$ cat src/rtl/cpu_pkg.sv
// Shared types and default widths for the basic processor front end.
package cpu_pkg;

  localparam int unsigned CPU_OP_W = 3;
  localparam int unsigned CPU_IR_W = 8;
  localparam int unsigned CPU_PC_W = 5;

  typedef enum logic {
    StIdle,
    StWait
  } fetch_state_e;

  typedef struct packed {
    logic                valid;
    logic [CPU_PC_W-1:0] addr;
    logic [CPU_IR_W-1:0] data;
  } pf_entry_t;

endpackage

$ cat src/rtl/prefetch_buf.sv
// One-entry prefetch buffer: holds a speculatively fetched word and compares its address.
// Uses the package default widths; only built into fetch_unit under FETCH_PREFETCH_EN.
module prefetch_buf
  import cpu_pkg::*;
(
  input  logic                clock,
  input  logic                n_reset,
  input  logic                fill,
  input  logic                inv,
  input  logic [CPU_PC_W-1:0] fill_addr,
  input  logic [CPU_IR_W-1:0] fill_data,
  input  logic [CPU_PC_W-1:0] hit_addr,
  input  logic [CPU_PC_W-1:0] want_addr,
  output logic                hit,
  output logic                present,
  output logic [CPU_IR_W-1:0] data
);

  pf_entry_t ent_q;

  assign hit     = ent_q.valid && (ent_q.addr == hit_addr);
  assign present = ent_q.valid && (ent_q.addr == want_addr);
  assign data    = ent_q.data;

  always_ff @(posedge clock or negedge n_reset) begin
    if (!n_reset) begin
      ent_q <= '0;
    end else if (fill) begin
      ent_q <= '{valid: 1'b1, addr: fill_addr, data: fill_data};
    end else if (inv) begin
      ent_q.valid <= 1'b0;
    end
  end

endmodule

$ cat src/rtl/fetch_unit.sv
// Instruction-fetch stage: PC/IR, req/ack memory port with timeout, combinational hold.
// Define FETCH_PREFETCH_EN to add a one-entry speculative prefetch buffer.
module fetch_unit
  import cpu_pkg::*;
#(
  parameter int unsigned OP_W    = CPU_OP_W,
  parameter int unsigned IR_W    = CPU_IR_W,
  parameter int unsigned PC_W    = CPU_PC_W,
  parameter int unsigned TIMEOUT = 15
) (
  input  logic            clock,
  input  logic            n_reset,
  input  logic            load_IR,
  input  logic            load_PC,
  input  logic            INC_PC,
  output logic            imem_req,
  output logic [PC_W-1:0] imem_addr,
  input  logic            imem_ack,
  input  logic [IR_W-1:0] imem_rdata,
  output logic [OP_W-1:0] op,
  output logic [IR_W-1:0] ir,
  output logic [PC_W-1:0] pc,
  output logic            hold,
  output logic            fetch_err
);

  localparam int unsigned CntW = $clog2(TIMEOUT + 1);

  fetch_state_e    state_q;
  logic [PC_W-1:0] pc_q, addr_q;
  logic [IR_W-1:0] ir_q, ir_next;
  logic [CntW-1:0] cnt_q;
  logic            err_q;
  logic            start, timeout, ir_load, to_wait, to_idle, pc_upd, buf_hit;

  // A simultaneous load_PC wins over load_IR.
  assign start   = load_IR & ~load_PC;
  assign timeout = imem_req & ~imem_ack & (cnt_q == CntW'(TIMEOUT - 1));
  assign pc_upd  = load_PC & ~hold;

`ifdef FETCH_PREFETCH_EN
  logic            pf_q, cur_q, buf_present, buf_fill, buf_inv;
  logic [PC_W-1:0] pf_target;
  logic [IR_W-1:0] buf_data;

  // Once IR holds the word at PC, the next useful word is PC+1.
  assign pf_target = cur_q ? pc_q + 1'b1 : pc_q;

  prefetch_buf u_prefetch_buf (
    .clock     (clock),
    .n_reset   (n_reset),
    .fill      (buf_fill),
    .inv       (buf_inv),
    .fill_addr (imem_addr),
    .fill_data (imem_rdata),
    .hit_addr  (pc_q),
    .want_addr (pf_target),
    .hit       (buf_hit),
    .present   (buf_present),
    .data      (buf_data)
  );
`else
  assign buf_hit = 1'b0;
`endif

  always_comb begin
    imem_req  = 1'b0;
    imem_addr = pc_q;
    hold      = 1'b0;
    ir_load   = 1'b0;
    ir_next   = imem_rdata;
    to_wait   = 1'b0;
    to_idle   = 1'b0;
`ifdef FETCH_PREFETCH_EN
    buf_fill  = 1'b0;
    buf_inv   = 1'b0;
`endif
    unique case (state_q)
      StIdle: begin
        if (start && !buf_hit) begin
          imem_req = 1'b1;
          if (imem_ack) begin
            ir_load = 1'b1;
          end else begin
            hold    = 1'b1;
            to_wait = 1'b1;
          end
        end
`ifdef FETCH_PREFETCH_EN
        else if (start) begin
          ir_load = 1'b1;
          ir_next = buf_data;
          buf_inv = 1'b1;
        end else if (!load_PC && !err_q && !buf_present) begin
          imem_req  = 1'b1;
          imem_addr = pf_target;
          if (imem_ack) buf_fill = 1'b1;
          else          to_wait  = 1'b1;
        end
`endif
      end
      StWait: begin
        imem_req  = 1'b1;
        imem_addr = addr_q;
`ifdef FETCH_PREFETCH_EN
        if (pf_q) begin
          // A prefetch for the wrong address is dropped; IDLE then refetches PC.
          hold = load_IR & ~(imem_ack & (addr_q == pc_q));
          if (imem_ack) begin
            to_idle = 1'b1;
            if (!load_IR)              buf_fill = 1'b1;
            else if (addr_q == pc_q)   ir_load  = 1'b1;
          end
        end else
`endif
        begin
          hold = load_IR & ~imem_ack;
          if (imem_ack) begin
            ir_load = 1'b1;
            to_idle = 1'b1;
          end
        end
      end
    endcase
    if (timeout) hold = 1'b0;
  end

  always_ff @(posedge clock or negedge n_reset) begin
    if (!n_reset) begin
      state_q <= StIdle;
      pc_q    <= '0;
      addr_q  <= '0;
      ir_q    <= '0;
      cnt_q   <= '0;
      err_q   <= 1'b0;
    end else begin
      if (pc_upd) pc_q <= INC_PC ? pc_q + 1'b1 : ir_q[PC_W-1:0];
      if (timeout) begin
        ir_q    <= '0;
        err_q   <= 1'b1;
        cnt_q   <= '0;
        state_q <= StIdle;
      end else begin
        if (ir_load) ir_q <= ir_next;
        if (to_wait) begin
          state_q <= StWait;
          addr_q  <= imem_addr;
        end else if (to_idle) begin
          state_q <= StIdle;
        end
        if (imem_req) cnt_q <= imem_ack ? '0 : cnt_q + 1'b1;
      end
    end
  end

`ifdef FETCH_PREFETCH_EN
  always_ff @(posedge clock or negedge n_reset) begin
    if (!n_reset) begin
      pf_q  <= 1'b0;
      cur_q <= 1'b0;
    end else begin
      if (to_wait) pf_q <= ~start;
      if (pc_upd)                   cur_q <= 1'b0;
      else if (ir_load && !timeout) cur_q <= 1'b1;
    end
  end
`endif

  assign op        = ir_q[IR_W-1 -: OP_W];
  assign ir        = ir_q;
  assign pc        = pc_q;
  assign fetch_err = err_q;

endmodule

$ cat config.mk
export PLATFORM = sky130hd
export DESIGN_NAME = fetch_unit
export DESIGN_NICKNAME = d
export VERILOG_FILES = /design/src/rtl/cpu_pkg.sv /design/src/rtl/prefetch_buf.sv /design/src/rtl/fetch_unit.sv
export SDC_FILE = /design/constraint.sdc
export NUM_CORES = 1
export LEC_CHECK = 0
export ABC_CLOCK_PERIOD_IN_PS = 1620
export CAP_MARGIN = 30
export CORE_AREA = 4 4 60 62
export DETAILED_ROUTE_END_ITERATION = 7
export DIE_AREA = 0 0 64 66
export MAX_ROUTING_LAYER = met4
export PLACE_DENSITY_LB_ADDON = 0.08
export SLEW_MARGIN = 20
export SYNTH_ARGS = -nofsm -noshare
export SYNTH_HDL_FRONTEND = slang
export SYNTH_SLANG_ARGS = --single-unit
$ cat constraint.sdc
create_clock -name clock -period 1.62 [get_ports clock]
set_input_delay 0.324 -clock clock [delete_from_list [all_inputs] [get_ports clock]]
set_output_delay 0.324 -clock clock [all_outputs]
set_load 0.005 [all_outputs]
### Word-level counts from Yosys, hierarchy flattened

Cells that the tools add are included.

| storage, ports and cells | value |
|---|---|
| register bits after elaboration | 24 |
| latch bits | 0 |
| bits in writable memories | 0 |
| bits in read-only memories | 0 |
| input bits | 14 |
| output and inout port bits | 24 |
| word-level logic and storage cells | 44 |
| memories | 0 |

| operators by class | value |
|---|---|
| $add $sub $neg | 2 |
| multiply operators | 0 |
| div/mod/pow operators | 0 |
| order comparisons | 0 |
| eq/ne operators | 1 |
| shift-type cells | 0 |
| muxes and demuxes | 21 |
| bitwise gates (word level) | 10 |
| reduce and logical (&&, ||, !) cells | 4 |

Operators with widths:

| cell | count |
|---|---|
| $mux 8 | 2 |
| $mux 4 | 3 |
| $mux 1 | 11 |
| $mux 5 | 2 |
| $pmux 1 s2 | 3 |
| $add 5x1->5 const B | 1 |
| $and 1x1->1 | 5 |
| $not 1->1 | 5 |
| $add 4x1->4 const B | 1 |
| $eq 4x4->1 const B | 1 |
| $reduce_bool 2->1 | 2 |
| $reduce_bool 3->1 | 1 |
| $reduce_and 2->1 | 1 |

### Longest topological paths before layout

| logic depth | value |
|---|---|
| depth in word-level cells | 9 |
| depth in mapped cells | 5 |

### Least setup slack after synthesis

No wires, ideal clock.

| timing | value |
|---|---|
| kind | flip-flop to flip-flop |
| start point | reg cnt_q[0] |
| end point | reg pc_q[1] (netlist: pc[1]) |
| setup time | 0.128 ns |
| arrival time | 1.418 ns |
| data required time | 1.492 ns |
| setup slack | 0.075 ns |
| stages on the path, launching flop included | 6 |
| cells stage by stage | dfrtp_1 inv_1 ha_1 a31oi_4 a31oi_4 mux2_1 |

| between the ends | value |
|---|---|
| word-level cells in the longest chain between the ends | 5 |

RTL lines:

| item | line | text |
|---|---|---|
| from (decl) | fetch_unit.sv:32 | `logic [CntW-1:0] cnt_q;` |
| from (signal assigned) | fetch_unit.sv:151 | `if (imem_req) cnt_q <= imem_ack ? '0 : cnt_q + 1'b1;` |
| $eq 4x4->1 | fetch_unit.sv:38 | `assign timeout = imem_req & ~imem_ack & (cnt_q == CntW'(TIMEOUT - 1));` |
| $and 1x1->1 | fetch_unit.sv:38 |  |
| $mux 1 | fetch_unit.sv:125 | `if (timeout) hold = 1'b0;` |
| $not 1->1 | fetch_unit.sv:39 | `assign pc_upd = load_PC & ~hold;` |
| $and 1x1->1 | fetch_unit.sv:39 |  |
| to (signal assigned) | fetch_unit.sv:137 | `if (pc_upd) pc_q <= INC_PC ? pc_q + 1'b1 : ir_q[PC_W-1:0];` |
| to (decl) | fetch_unit.sv:30 | `logic [PC_W-1:0] pc_q, addr_q;` |

Every way passes these cells.
A chain may end at the register's enable or synchronous reset.

### Worst setup path in the final report

| timing | value |
|---|---|
| start point | reg cnt_q[1] |
| end point | out hold |

| between the ends | value |
|---|---|
| word-level cells in the longest chain between the ends | 3 |

RTL lines:

| item | line | text |
|---|---|---|
| $eq 4x4->1 | fetch_unit.sv:38 |  |
| $and 1x1->1 | fetch_unit.sv:38 |  |
| $mux 1 | fetch_unit.sv:125 |  |
| to (decl) | fetch_unit.sv:23 | `output logic hold,` |

Every way passes these cells.

==> out/results.md <==
| Quantity | Reported |
|:---|:---|
| Final design utilization | 66.7% |
| Ratio of routed vias to standard cells | 4.99 |
| Global routing usage summed across all routing layers | 16.2% |
| Clock root buffer | clkbuf_4 |
| Headroom to the max-slew limit | 75.3% |
| Effective utilization at floorplan | 40.9% |
| Number of buffer cells added on primary ports | 37 |
| Inserted Clock Buffers | 3 |
| Leading cell types by total area after synthesis | dfrtp_1 (49%), mux2_2 (7.3%), a22o_1 (5.7%) |
| Maximum fanout encountered on the critical timing path | 2 |
| GR Overflow Total | 0 |
| TritonCTS sink count | 24 |
| Clock transition time at the flip-flop clock pins of the worst setup and hold paths | 0.15 ns |
| Fill cell count | 265 |
| Final setup viols | 3 |
| Count of placed standard cells including taps | 204 |
| Chip Height | 66 um |
| Result of the run | finished, violations left |
| Violated checks | negative setup slack |
| Die Area | 0.00422 mm^2 |
| TritonCTS clock tree | yes |
| First-pass GRT wire length | 5.21 mm |
| Final wirelength | 3.26 mm |
| Clock period minus worst slack | 1.72 ns |
| Synthesized instance count | 107 |
| Cell-by-cell trace of the critical path | ha_4 > a31oi_4 > o211a_1 > buf_2 |
| Maximum number of pins on one net before global-route repair | 25 |
| CP max-delay cell | dfrtp_1 |
| Number of warnings printed during yosys synthesis | 0 |
| Synthesis-to-finish area growth | 63.3% |
| Count of state elements after synthesis | 24 |
| Post-route cell area | 0.00202 mm^2 |
| Synthesized netlist net count | 124 |
| Classification of the worst-slack hold path | input pin to asynchronous set/reset pin |
| Pre-Repair DR Iteration Count | 4 |
| GRT met3 Usage | 2.89% |
| Worst path arrival time | 1.40 ns |
| Sequential share of the synthesized area | 48.5% |
| Worst setup margin | -0.104 ns |
| Fraction of the mapped netlist area in compound gates | 25.0% |
| Upper clock frequency limit | 0.580 GHz |
| Proportion of layout cells with a drive suffix above 1 | 44.0% |
| Number of nets in the layout | 200 |
| Power per cell area | 1190 mW/mm^2 |
| Met1 usage in global routing | 20.9% |
| Vias after detailed routing | 1128 |
| Placed wire-length estimate | 2.30 mm |
| Top Usage Layer GRT | met2 |
| XOR/XNOR Fraction of Synth Area | 0.708% |
| Area share of the largest cell type after synthesis | 48.5% |
| Synthesized area divided by synthesized cell count | 11.6 um^2 |
| Post-synthesis share of cell area spent on full adders, half adders and majority gates | 3.03% |
| Unique cell type count in the Yosys netlist | 36 |
| Antenna-violating nets left | 0 |
| Share of cell area taken by muxes after synthesis | 10.7% |
| Maximum buffer depth of the clock tree | 2 |
| Main combinational cell family by area after synthesis | compound AO/OA/AOI/OAI gates |
| Instance area after placement | 0.00179 mm^2 |
| Slew Viols, Final | 0 |
| Share of synthesized flip-flops with an asynchronous set or reset | 100% |
| Final clock skew | 0.0125 ns |
| Cell type with the largest total area after synthesis | dfrtp_1 |
| Most instantiated flip-flop cell in the synthesis netlist | dfrtp_1 |
| Finished Layout Cells | 226 |
| Final number of hold-violating endpoints | 0 |
| Worst slew pin tran | 0.361 ns |
| Synthesized-area fraction occupied by and/or/nand/nor cells | 6.27% |
| Peak supply drop | 0.592 mV |
| CTS hold repair buffers | 0 |
| Standard cell core area | 0.00303 mm^2 |
| Fraction of met2 tracks used by global routing | 26.1% |
| Detail-routed net length per standard cell | 14.4 um |
| Post-synthesis instance area | 0.00124 mm^2 |
| Number of inserted diodes | 0 |
| Crit share post-route | 106% |
| Via count of the first global-routing pass | 1156 |
| Crit path required time | 1.30 ns |
| RSZ-0062 raised after global routing | true |
| Number of design rule violations left after detail routing | 0 |
| Maximum level of the CTS H-tree | 1 |
| Leak | 0.00100 uW |
| Kind of launch point of the worst setup path | flip-flop |
| Critical path class | flip-flop to output pin |
| Slowest cell delay on critical path | 0.43 ns |
| Nature of the critical path endpoint | output pin |
| Number of antenna violations at the first check in global routing | 0 |
| Number of maximum-capacitance constraint violations | 0 |
| Violation count after the first detailed-route iteration | 62 |
| Die X | 64 um |
| Number of enable flip-flop cells after synthesis | 0 |
| # rows | 20 |
| Clock latency at the later pin of the worst-skew pair | 0.33 ns |
| Number of I/O pins | 38 |
| Routability congestion estimate from global placement | 0.804 |
cell usage in the layout, fill, tap and decap left out, drive strengths merged, types with 2 or more instances in the layout:
| cell type | netlist | routed |
|---|---|---|
| buf | 5 | 46 |
| dfrtp | 24 | 24 |
| clkdlybuf4s50 | 0 | 22 |
| mux2 | 10 | 10 |
| inv | 9 | 9 |
| a22o | 8 | 8 |
| o21ai | 8 | 8 |
| dlymetal6s2s | 0 | 5 |
| nand3 | 4 | 4 |
| clkbuf | 1 | 4 |
| nand2 | 4 | 4 |
| a31o | 3 | 3 |
| dlygate4sd2 | 0 | 3 |
| nor2 | 3 | 3 |
| a21oi | 3 | 3 |
| ha | 3 | 3 |
| a31oi | 2 | 2 |
| o211a | 2 | 2 |
| nand4 | 2 | 2 |
| a21boi | 2 | 2 |
| o32ai | 2 | 2 |
| mux2i | 2 | 2 |
power breakdown:
| part | leakage, uW | switching, uW | internal, uW | total (uW) |
|---|---|---|---|---|
| sequential | 0.000298 | 146 | 769 | 915 |
| combinational | 0.000679 | 393 | 643 | 1040 |
| clock | 0.0000279 | 196 | 250 | 446 |
| total | 0.00100 | 735 | 1660 | 2400 |
cells in the mapped netlist (2+ instances only):
cell / instances
mux2_1: 2
a21oi_1: 2
a31oi_4: 2
ha_1: 3
a21boi_0: 2
mux2_2: 8
o21ai_0: 4
nor2_1: 3
a31o_2: 3
a22o_1: 8
nand3_1: 3
mux2i_1: 2
dfrtp_1: 24
nand4_1: 2
o211a_1: 2
o21ai_1: 3
buf_4: 4
nand2_1: 4
inv_1: 8
o32ai_1: 2
per-stage QoR:
stage | hold slack [ns] | power [uW] | TNS, ns | worst slack (ns)
after floorplan | 0.0284 | 1320 | 0 | 0.0745
after global placement | 0.461 | 1820 | -3.40 | -0.395
after detailed placement | 0.465 | 1850 | -3.67 | -0.414
after CTS | 0.358 | 2330 | -0.265 | -0.145
after global routing | 0.363 | 2560 | -0.336 | -0.176
final | 0.347 | 2400 | -0.152 | -0.104
flip-flops by register name (all words and copies together), names as in the netlist:
| signal | flops |
|---|---|
| cnt_q | 4 |
| addr_q | 5 |
| state_q | 1 |
| fetch_err | 1 |
| ir | 8 |
| pc | 5 |
logic make-up (layout without fill, tap and decap cells):
kind of cell,count (synthesis),in the layout
DFF,24,24
buffers and inverters,15,90
and+or+nand+nor,15,15
muxes,12,12
AOI/OAI and AO/OA,37,37
adders and majority gates,3,3
xor gates and xnor gates,1,1
cell type report:
class,count,area [um^2],share of cell area [%]
inverters,9,33.8,1.67
flip-flops and latches,24,603,29.8
clock inverters,1,30.0,1.49
repair buffers,77,663,32.8
clock buffers,3,22.5,1.11
multi-input cells,68,613,30.3
well taps,44,55.1,2.72
timing repair:
action                                  4_1_cts  5_1_grt
endpoints found under the setup margin       13       17
resized for setup                            39       18
hold endpoints to repair                      0        0
cloned                                        0        0
setup buffers                                10        8
pin swaps                                     5        2
final timing paths:
check / slack, ns / endpoint / startpoint / cells after the start
max: -0.10 / hold / cnt_q[1] / 4
min: 0.35 / pc[4] / n_reset / 2
max reg2reg: 0.08 / pc[1] / cnt_q[0] / 6
min reg2reg: 0.50 / fetch_err / fetch_err / 1
max in group asynchronous: 1.01 / state_q / n_reset / 2
min in group clock: 0.50 / fetch_err / fetch_err / 1
metal layers:
metal | routed length [um] | vias to the layer above
met3 | 147 | 4
met2 | 1540 | 35
li1 | - | 545
met1 | 1540 | 544
met4 | 31 | 0
met5 | 0 | -
critical path, delay by kind of cell, from the launching register on:
kind	cells	cell delay (ns)
AOI/OAI and AO/OA	2	0.35
adders and majority gates	1	0.19
buffers and inverters	1	0.12
DFF	1	0.43
Power figures use the tool's default switching activity.
